[config.mk]
export PLATFORM = sky130hd
export DESIGN_NAME = multiplicador_secuencial
export DESIGN_NICKNAME = d
export VERILOG_FILES = /design/src/rtl/multiplicador_secuencial_pkg.sv /design/src/rtl/multiplicador_secuencial_paso_booth.sv /design/src/rtl/multiplicador_secuencial.sv
export SDC_FILE = /design/constraint.sdc
export NUM_CORES = 1
export LEC_CHECK = 0
export ABC_CLOCK_PERIOD_IN_PS = 3800
export CORE_UTILIZATION = 56
export CTS_CLUSTER_SIZE = 25
export DETAILED_ROUTE_END_ITERATION = 8
export GPL_ROUTABILITY_DRIVEN = 0
export PLACE_DENSITY = 0.81
export SYNTH_ARGS = -nofsm -noshare
export SYNTH_HDL_FRONTEND = slang
export SYNTH_SLANG_ARGS = --single-unit
[constraint.sdc]
create_clock -name clk -period 3.8 [get_ports clk]
set_input_delay 0.76 -clock clk [delete_from_list [all_inputs] [get_ports clk]]
set_output_delay 0.76 -clock clk [all_outputs]
set_load 0.01 [all_outputs]
[src/rtl/multiplicador_secuencial_pkg.sv]
// Shared fixed-point format constants for the multiplier and the truncation stage.
// Pure constants, no logic, so no latency.
// No handshaking: importers pick these up as parameter defaults.
package multiplicador_secuencial_pkg;

    // Operand format Q(M).(F) with one sign bit: N = 1 + M + F
    localparam int N_BITS = 16;
    localparam int M_BITS = 7;
    localparam int F_BITS = 8;

endpackage : multiplicador_secuencial_pkg

[src/rtl/multiplicador_secuencial_paso_booth.sv]
// One radix-2 Booth step: conditional add/sub of the multiplicand into hi, then arithmetic shift.
// Latency: purely combinational, zero cycles.
// No backpressure: the controller decides when the result is registered.
import multiplicador_secuencial_pkg::*;

module multiplicador_secuencial_paso_booth #(
    parameter int N = N_BITS
) (
    input  logic [N:0]   hi_i,
    input  logic [N-1:0] lo_i,
    input  logic         qm1_i,
    input  logic [N:0]   mcand_i,
    output logic [N:0]   hi_o,
    output logic [N-1:0] lo_o,
    output logic         qm1_o
);

    logic [N:0] suma;

    // Booth recoding of {lo[0], q_-1}, then shift {hi, lo, q_-1} right by one keeping the sign
    always_comb begin
        suma = hi_i;
        case ({lo_i[0], qm1_i})
            2'b10:   suma = hi_i - mcand_i;
            2'b01:   suma = hi_i + mcand_i;
            default: suma = hi_i;
        endcase
        hi_o  = {suma[N], suma[N:1]};
        lo_o  = {suma[0], lo_i[N-1:1]};
        qm1_o = lo_i[0];
    end

endmodule : multiplicador_secuencial_paso_booth

[src/rtl/multiplicador_secuencial.sv]
// Sequential signed Q(M).(F) Booth multiplier producing the full 2N-bit product plus a saturation flag.
// Latency: operands sampled on the accepting edge, result and valido one cycle after N further edges.
// inicio is ignored while ocupado is high; inicio during the valido cycle is accepted back-to-back.
import multiplicador_secuencial_pkg::*;

module multiplicador_secuencial #(
    parameter int N = N_BITS,
    parameter int M = M_BITS,
    parameter int F = F_BITS
) (
    input  logic           clk,
    input  logic           reset,
    input  logic           inicio,
    input  logic [N-1:0]   a,
    input  logic [N-1:0]   b,
    output logic [2*N-1:0] producto,
    output logic           valido,
    output logic           ocupado,
    output logic           desborde
);

    localparam int CW    = $clog2(N);
    // Bits above the narrowed integer field: all must match the sign for truncation to be lossless
    localparam int OVF_W = 2*N - (2*F + M);

    typedef enum logic {
        REPOSO  = 1'b0,
        CALCULO = 1'b1
    } estado_t;

    estado_t        estado_q;
    logic [N:0]     mcand_q;
    logic [N:0]     hi_q;
    logic [N-1:0]   lo_q;
    logic           qm1_q;
    logic [CW-1:0]  cnt_q;
    logic [2*N-1:0] producto_q;
    logic           valido_q;
    logic           ocupado_q;
    logic           desborde_q;

    logic [N:0]     hi_d;
    logic [N-1:0]   lo_d;
    logic           qm1_d;
    logic [2*N-1:0] producto_d;
    logic [OVF_W-1:0] cabeza;
    logic           desborde_d;

    multiplicador_secuencial_paso_booth #(
        .N (N)
    ) u_paso (
        .hi_i    (hi_q),
        .lo_i    (lo_q),
        .qm1_i   (qm1_q),
        .mcand_i (mcand_q),
        .hi_o    (hi_d),
        .lo_o    (lo_d),
        .qm1_o   (qm1_d)
    );

    // Candidate product after the current step and its saturation flag
    always_comb begin
        producto_d = {hi_d[N-1:0], lo_d};
        cabeza     = producto_d[2*N-1:2*F+M];
        desborde_d = !((&cabeza) || (~|cabeza));
    end

    // Controller: accept operands, run N Booth steps, publish the registered result
    always_ff @(posedge clk) begin
        if (!reset) begin
            estado_q   <= REPOSO;
            mcand_q    <= '0;
            hi_q       <= '0;
            lo_q       <= '0;
            qm1_q      <= 1'b0;
            cnt_q      <= '0;
            producto_q <= '0;
            valido_q   <= 1'b0;
            ocupado_q  <= 1'b0;
            desborde_q <= 1'b0;
        end else begin
            valido_q <= 1'b0;
            case (estado_q)
                REPOSO: begin
                    if (inicio) begin
                        mcand_q   <= {a[N-1], a};
                        hi_q      <= '0;
                        lo_q      <= b;
                        qm1_q     <= 1'b0;
                        cnt_q     <= '0;
                        ocupado_q <= 1'b1;
                        estado_q  <= CALCULO;
                    end
                end
                CALCULO: begin
                    hi_q  <= hi_d;
                    lo_q  <= lo_d;
                    qm1_q <= qm1_d;
                    cnt_q <= cnt_q + CW'(1);
                    if (cnt_q == CW'(N-1)) begin
                        producto_q <= producto_d;
                        desborde_q <= desborde_d;
                        valido_q   <= 1'b1;
                        ocupado_q  <= 1'b0;
                        cnt_q      <= '0;
                        estado_q   <= REPOSO;
                    end
                end
                default: estado_q <= REPOSO;
            endcase
        end
    end

    assign producto = producto_q;
    assign valido   = valido_q;
    assign ocupado  = ocupado_q;
    assign desborde = desborde_q;

endmodule : multiplicador_secuencial

== Word-level counts from Yosys, hierarchy flattened ==
Cells that the tools add are included.

* Register bits: 90
* Bits of input ports: 35
* Output and inout bits: 35
* Logic and storage cells: 45

* $add $sub $neg: 3
* Equality and inequality tests: 5
* Mux-type cells: 17
* Bitwise gates (word level): 1
* Reduce and logical (&&, ||, !) cells: 9

{| class="wikitable"
|+ Operators with widths
! operator !! number
|-
| $pmux 17 s2 || 2
|-
| $pmux 16 s2 || 1
|-
| $add 17x17->17 || 1
|-
| $mux 17 || 1
|-
| $sub 17x17->17 || 1
|-
| $mux 16 || 1
|-
| $reduce_and 9->1 || 1
|-
| $reduce_or 9->1 || 1
|-
| $mux 4 || 2
|-
| $pmux 4 s2 || 1
|-
| $reduce_and 2->1 || 4
|-
| $mux 1 || 6
|-
| $pmux 1 s2 || 3
|-
| $add 4x1->4 const B || 1
|-
| $eq 4x4->1 const B || 1
|-
| $eq 2x1->1 const B || 1
|-
| $eq 2x2->1 const B || 1
|-
| $logic_not 1->1 || 2
|-
| $ne 2x1->1 const B || 1
|-
| $ne 2x2->1 const B || 1
|-
| $logic_or 1x1->1 || 1
|-
| $not 1->1 || 1
|}

== Longest topological paths before layout ==
Gate-level depths: netlist of run 1.

* Depth in word-level cells: 6
* Mapped depth: 16
* Gate-level depth less buffers: 15

== Hierarchy ==
A second synthesis of run 1 with hierarchy kept.

* Cell total of the unflattened synthesis: 564
* Area total of the unflattened synthesis: 4897.2 um^2

{| class="wikitable"
|+ By module, submodules not included
! module !! instances !! cells each !! area each (um^2) !! seq. area each (um^2)
|-
| multiplicador_secuencial || 1 || 335 || 3345.7 || 1801.7
|-
| multiplicador_secuencial_paso_booth || 1 || 229 || 1551.5 || 0.0
|}

== Worst setup path after synthesis of run 1 ==
Ideal clock, no wire load.

* Kind: reg-to-reg
* Start: register mcand_q[2]
* End: register desborde_q, in the netlist desborde
* Library setup time: 0.123 ns
* Arrival time: 3.135 ns
* Required time: 3.677 ns
* Setup slack: 0.543 ns
* Cell stages (with the launch flop): 16
* Path buffers: 0
* Clock period less this slack: 3.257 ns
* Path through: dfxtp_1 > nor4_4 > nor3b_1 > nand2_1 > nor2_1 > nor2_1 > xor2_1 > ha_1 > a21o_2 > a21o_1 > a221oi_2 > and3b_1 > o31ai_2 > or3b_1 > nor4_2 > o31ai_1

* Word-level cells in the longest chain between the ends: 6
* Elaborated cells on any way between the ends: 8
* Those cells by class: add/sub: 2; mux: 1; reduce/logical: 5

{| class="wikitable"
|+ Ends and longest elaborated chain
! item !! line !! source
|-
| from (decl) || multiplicador_secuencial.sv:32 || <nowiki>logic [N:0] mcand_q;</nowiki>
|-
| from (signal assigned) || multiplicador_secuencial.sv:86 || <nowiki>mcand_q <= {a[N-1], a};</nowiki>
|-
| $add 17x17->17 / $sub 17x17->17 (equally long branches) || multiplicador_secuencial_paso_booth.sv:25, multiplicador_secuencial_paso_booth.sv:24 ||
|-
| $pmux 17 s2 * || multiplicador_secuencial_paso_booth.sv:23 || <nowiki>case ({lo_i[0], qm1_i})</nowiki>
|-
| $reduce_or 9->1 || multiplicador_secuencial.sv:65 || <nowiki>desborde_d = !((&cabeza) || (~|cabeza));</nowiki>
|-
| $logic_not 1->1 || multiplicador_secuencial.sv:65 ||
|-
| $logic_or 1x1->1 * || multiplicador_secuencial.sv:65 ||
|-
| $logic_not 1->1 * || multiplicador_secuencial.sv:65 ||
|-
| to (signal assigned) || multiplicador_secuencial.sv:102 || <nowiki>desborde_q <= desborde_d;</nowiki>
|-
| to (decl) || multiplicador_secuencial.sv:40 || <nowiki>logic desborde_q;</nowiki>
|}

Mark *: on every way between the ends. The rest lies on a longest branch, timed or not.
A chain may end at the register's enable or synchronous reset.

== Worst setup path in the final report of run 1 ==
* Start: register mcand_q[0]
* End: register desborde_q, in the netlist desborde

The elaborated chain is that of the path after synthesis.

==> run metrics, run 1 <==
status=complete, but fails checks; failing checks=DRC; drc violations=2; sequential power share=42.5%; setup ws final=0.236 ns; Fillers=732; dpl cells=793; row cnt=34; Yosys top cell area share=34.1%; fin. max-slew vios=0; Gate power share=24.3%; initial antenna violation count=0; PD cells=376 nW/um2; Clock transition at path regs=0.10 ns; ANT nets after route=0; top cells by area, synth=dfxtp_1, nand2_1, ha_1; syn avg cell area=8.09 um2; latest clock arrival within the worst-skew pair=0.36 ns; Distinct cells, synth=69; Seq/Total Area, Yosys=34.1%; Die Area=9710 um2; largest family of logic cells by synthesized area=simple AND/OR/NAND/NOR gates; post-synthesis adder-cell area fraction=5.66%; share of layout cells above drive strength 1=8.39%; FMAX=0.281 GHz; Post-synth EDFFs=0; switching share of power=31.3%; kind of cell adding the most delay to the critical path=compound AO/OA/AOI/OAI gates; Root Buffer=clkbuf_8; CP most frequent cell=a21oi_1; maximum VDD drop=260 uV; cell with the most instances after synthesis=nand2_1; maximum fanout along the worst path=6; post-place setup slack=0.202 ns; mux cell area share after synthesis=4.72%; Startpoint Class=register; Worst setup EP type=register; wire per inst=16.5 um; DRT Pass-1 Iters=9; Min Hold Slack=0.465 ns; CTS Buffer Depth=2; Int Pwr=1.61 mW; initial DRC count=300; Die W=98.5 um; CP Class=register to register; simple-gate share of the synthesized area=26.3%; Mapped Area=5220 um2; Pleak=2.41 nW; TritonCTS Sinks=89; Slew HR=43.3%; htree depth=3; CP Buf/Inv Count=1; largest net degree at the start of global routing=73; NumNets Final=756; Clock Power Share=33.2%; DR vias=4856; Synth Register Bits=89; synthesized instance count=645; Arr. time, crit path=3.81 ns; max_cap viols=0; Starting Density=58.7%; fin crit period=3.56 ns; Primary FF master, synth=dfxtp_1; clk_skew=0.0124 ns; XOR/XNOR Fraction of Synth Area=4.03%; RSZ-0062 raised after global routing=no; final hold violation count=0; final WL=13.4 mm; Post-synth ARST share=0%; total track usage=28.0%; Slew @ Worst Pin=0.851 ns; Antenna diodes=0; TritonCTS clock tree=yes; Psw=0.733 mW; TritonCTS Buffers=9; yosys warns=0; IO Pins=70; Synth top cells by count=nand2_1, dfxtp_1, nor2_1; CORE AREA=8890 um2; Layout area overhead=19.3%; Synth area leader=dfxtp_1; vias in the first global route=4613; IO buf count=69; first-pass GRT wire length=22.1 mm; Non-Filler Instances=811; # setup viols final=0; Req. time, crit path=4.05 ns; worst hold-check path type=register to register; drt via density=5.99; Synth Area in Compound Gates=21.4%; worst path cell trace=inv_1, ha_1, nor3b_1, and2_1, a21oi_1, xor2_1, ha_1, a21oi_1, o211ai_1, a311oi_1, a21oi_1, xnor2_1, o31a_1, nor4b_2, o31ai_1; Worst path slowest cell=dfxtp_1; post-DP HPWL=9.32 mm; Post-Syn Nets=703; total grt overflow=0; largest stage delay on the critical path=0.43 ns; Setup TNS Final=0 ns; Die Y=98.5 um; Tcrit/Tclk final=93.8%
[final timing paths]
kind | startpoint | end | slack [ns] | cells past startpoint
worst max-delay path | mcand_q[0] | desborde | 0.24 | 15
worst min-delay path | producto[8] | producto[8] | 0.46 | 2
worst max register to register | mcand_q[0] | desborde | 0.24 | 15
worst min register to register | producto[8] | producto[8] | 0.46 | 2
[cell type report]
type	instances	area, um2	area share [%]
multi-input combinational	505	3260	52.4
sequential	89	1780	28.6
timing repair buffer	79	761	12.2
clock buffer	10	138	2.21
tap	108	135	2.17
clock inverter	6	96.3	1.55
inverter	14	52.6	0.844
[worst register-to-register path: cells and delay by family, from the launching register on]
kind	cells	cell delay (ns)
compound gates	7	1.43
simple gates	3	0.62
buf+inv	1	0.07
fa+ha+maj	2	0.52
flops	1	0.43
xor+xnor	2	0.40
[placed cells by master (no fill, tap or decap), types with 19 or more instances in the layout]
cell type	netlist	layout
dfxtp_1	89	88
mux2i_1	19	19
nor2b_1	19	19
nand2_1	115	115
xor2_1	20	20
o21ai_0	32	32
a21oi_1	37	37
nor3b_1	27	26
clkdlybuf4s50_1	0	68
a21boi_0	36	36
nor2_1	43	42
and2_1	21	21
[per-layer routing]
| metal | track usage, % | part of all wire [%] |
|---|---|---|
| met5 | 0 | 0 |
| met4 | 10.1 | 2.4 |
| met3 | 5.39 | 6.7 |
| met2 | 45.3 | 47 |
| met1 | 37.3 | 44 |
[what timing repair did]
action                                  in CTS  in global routing
resized for setup                            0                  5
hold buffers                                 0                  0
setup buffers                                0                  2
endpoints found under the setup margin       0                  2
[stage by stage]
| stage | power, mW | utilization (%) | area, um2 |
|---|---|---|---|
| floorplan | 1.42 | - | 5220 |
| global placement | 1.54 | 67.0 | 5960 |
| detailed placement | 1.56 | 67.0 | 5960 |
| CTS | 2.33 | 69.7 | 6190 |
| global route | 2.44 | 70.0 | 6220 |
| finish | 2.34 | 70.0 | 6220 |
[power groups by stage]
stage          Clock [mW]  Sequential (mW)  Combinational (mW)
6_report            0.777            0.994               0.569
5_1_grt             0.822            0.998               0.624
4_1_cts             0.785            0.992               0.550
3_5_place_dp            0             1.01               0.545
3_3_place_gp            0             1.01               0.529
2_1_floorplan           0             1.00               0.413
[state kept, by name, indices dropped and copies added, names as in the netlist]
name	count
producto	32
hi_q	16
lo_q	16
mcand_q	16
cnt_q	4
desborde	1
estado_q	1
ocupado	1
qm1_q	1
valido	1
[kinds of logic after synthesis]
family	Yosys count
adders and majority gates	23
buffers and inverters	51
AOI/OAI and AO/OA	163
and+or+nand+nor	272
muxes	23
xor gates and xnor gates	24
DFF	89
(Power assumes the default switching activity.)
==> run 2, diff against run 1 <==
- MAX_ROUTING_LAYER: not set -> met4
==> run 2 against run 1 <==
Against the previous run: the flow still finishes with violations (DRC); combinational power barely moved; fmax shrank 0.67%; clock power about the same; routed wire length decreased by 0.55%; worst setup slack got worse by 0.024 ns; worst hold slack about the same; global-route usage grew 0.92 points; non-clock buffer count unchanged; power hardly changed; largest power group unchanged; highest routed layer unchanged.
==> run metrics, run 2 (synthesis results as in run 1) <==
status=complete, but fails checks; failing checks=DRC; Tcrit/Tclk final=94.4%; IO buf count=69; FF+latch area=1780 um2; TritonCTS clock tree=yes; Setup TNS Final=0 ns; commonest cells after routing, fill and taps aside=nand2_1, dfxtp_1, clkdlybuf4s50_1, nor2_1, a21oi_1; total track usage=28.9%; htree depth=3; Min Hold Slack=0.465 ns; worst hold-check path type=register to register; Starting Density=58.7%; DRT Pass-1 Iters=9; Post-DP Area=5960 um2; initial antenna violation count=0; CP Class=register to register; largest net degree at the start of global routing=73; wire per inst=16.4 um; Antenna diodes=0; ANT nets after route=0; total grt overflow=0; clk_skew=0.0102 ns; fin crit period=3.59 ns; Root Buffer=clkbuf_8; Multi-input gate area=3260 um2; NumNets Final=756; Die W=98.5 um; FMAX=0.279 GHz; Req. time, crit path=4.05 ns; Pleak=2.41 nW; leading cell type in the layout, fill and taps excluded=nand2_1; initial DRC count=299; maximum VDD drop=259 uV; max_cap viols=0; Slew HR=43.8%; Slew @ Worst Pin=0.842 ns; Fillers=732; Non-Filler Instances=811; first-pass GRT wire length=22.1 mm; Worst setup EP type=register; Layout area overhead=19.3%; maximum fanout along the worst path=7; Die Y=98.5 um; vias in the first global route=4603; row cnt=34; DR vias=4847; RSZ-0062 raised after global routing=no; drc violations=2; max FFs per register=32; dpl cells=793; post-route cell area=6220 um2; post-place setup slack=0.202 ns; final hold violation count=0; Die Area=9710 um2; TritonCTS Buffers=9; drt via density=5.98; PD cells=376 nW/um2; CTS Buffer Depth=2; TritonCTS Sinks=89; # setup viols final=0; setup ws final=0.212 ns; IO Pins=70; post-DP HPWL=9.32 mm; final WL=13.3 mm; share of layout cells above drive strength 1=8.39%; Startpoint Class=register; Total Power=2.34 mW; Arr. time, crit path=3.84 ns; CORE AREA=8890 um2; fin. max-slew vios=0; Layout Utilization=70.0%; Clock transition at path regs=0.10 ns; latest clock arrival within the worst-skew pair=0.36 ns
run 2: area by class of cell:
cell class	count	share of cell area, %
Multi-Input combinational cell	505	52.4
Sequential cell	89	28.6
Timing Repair Buffer	79	12.2
Clock buffer	10	2.21
Tap cell	108	2.17
Clock inverter	6	1.55
Inverter	14	0.844
run 2: path summary, 6_finish.rpt:
kind | from | end | slack (ns) | cells after the start
worst max-delay path | mcand_q[5] | desborde | 0.21 | 15
worst min-delay path | producto[8] | producto[8] | 0.46 | 2
worst max register to register | mcand_q[5] | desborde | 0.21 | 15
worst min register to register | producto[8] | producto[8] | 0.46 | 2
run 2: power by group:
group	internal, mW	leakage (nW)	total (mW)	switching, mW
sequential	0.961	0.723	0.994	0.0327
clock	0.399	0.121	0.775	0.375
combinational	0.247	1.57	0.570	0.323
total	1.61	2.41	2.34	0.731
run 2: per-layer routing:
| metal | track usage (%) | share of wire [%] | vias to the layer above | routed length, um |
|---|---|---|---|---|
| met4 | 10.1 | 2.4 | 0 | 320 |
| met2 | 45.3 | 47 | 190 | 6280 |
| li1 | - | - | 2348 | - |
| met5 | - | 0 | - | 0 |
| met1 | 37.8 | 44 | 2273 | 5880 |
| met3 | 4.89 | 6.1 | 36 | 817 |
run 2: timing repair:
item                       CTS  global route
setup endpoints to repair    0             2
hold buffers                 0             0
resized for setup            0             5
setup buffers                0             2
run 2: critical path: stages (launching register included):
cell	delay, ns
dfxtp_1	0.37
nor4_4	0.36
nor3b_2	0.25
nand2_1	0.07
nor2_1	0.09
nor2_1	0.05
xor2_1	0.16
ha_1	0.37
a21o_2	0.27
nor4_1	0.29
a311o_1	0.20
nor4_1	0.08
nor4b_2	0.28
or3b_1	0.39
nor4_2	0.14
o31ai_1	0.11
==> run 3, diff against run 2 <==
- HOLD_SLACK_MARGIN: not set -> 0.05
==> results of run 3 <==
The final DEF is identical to that of run 2; final timing and power are the same.
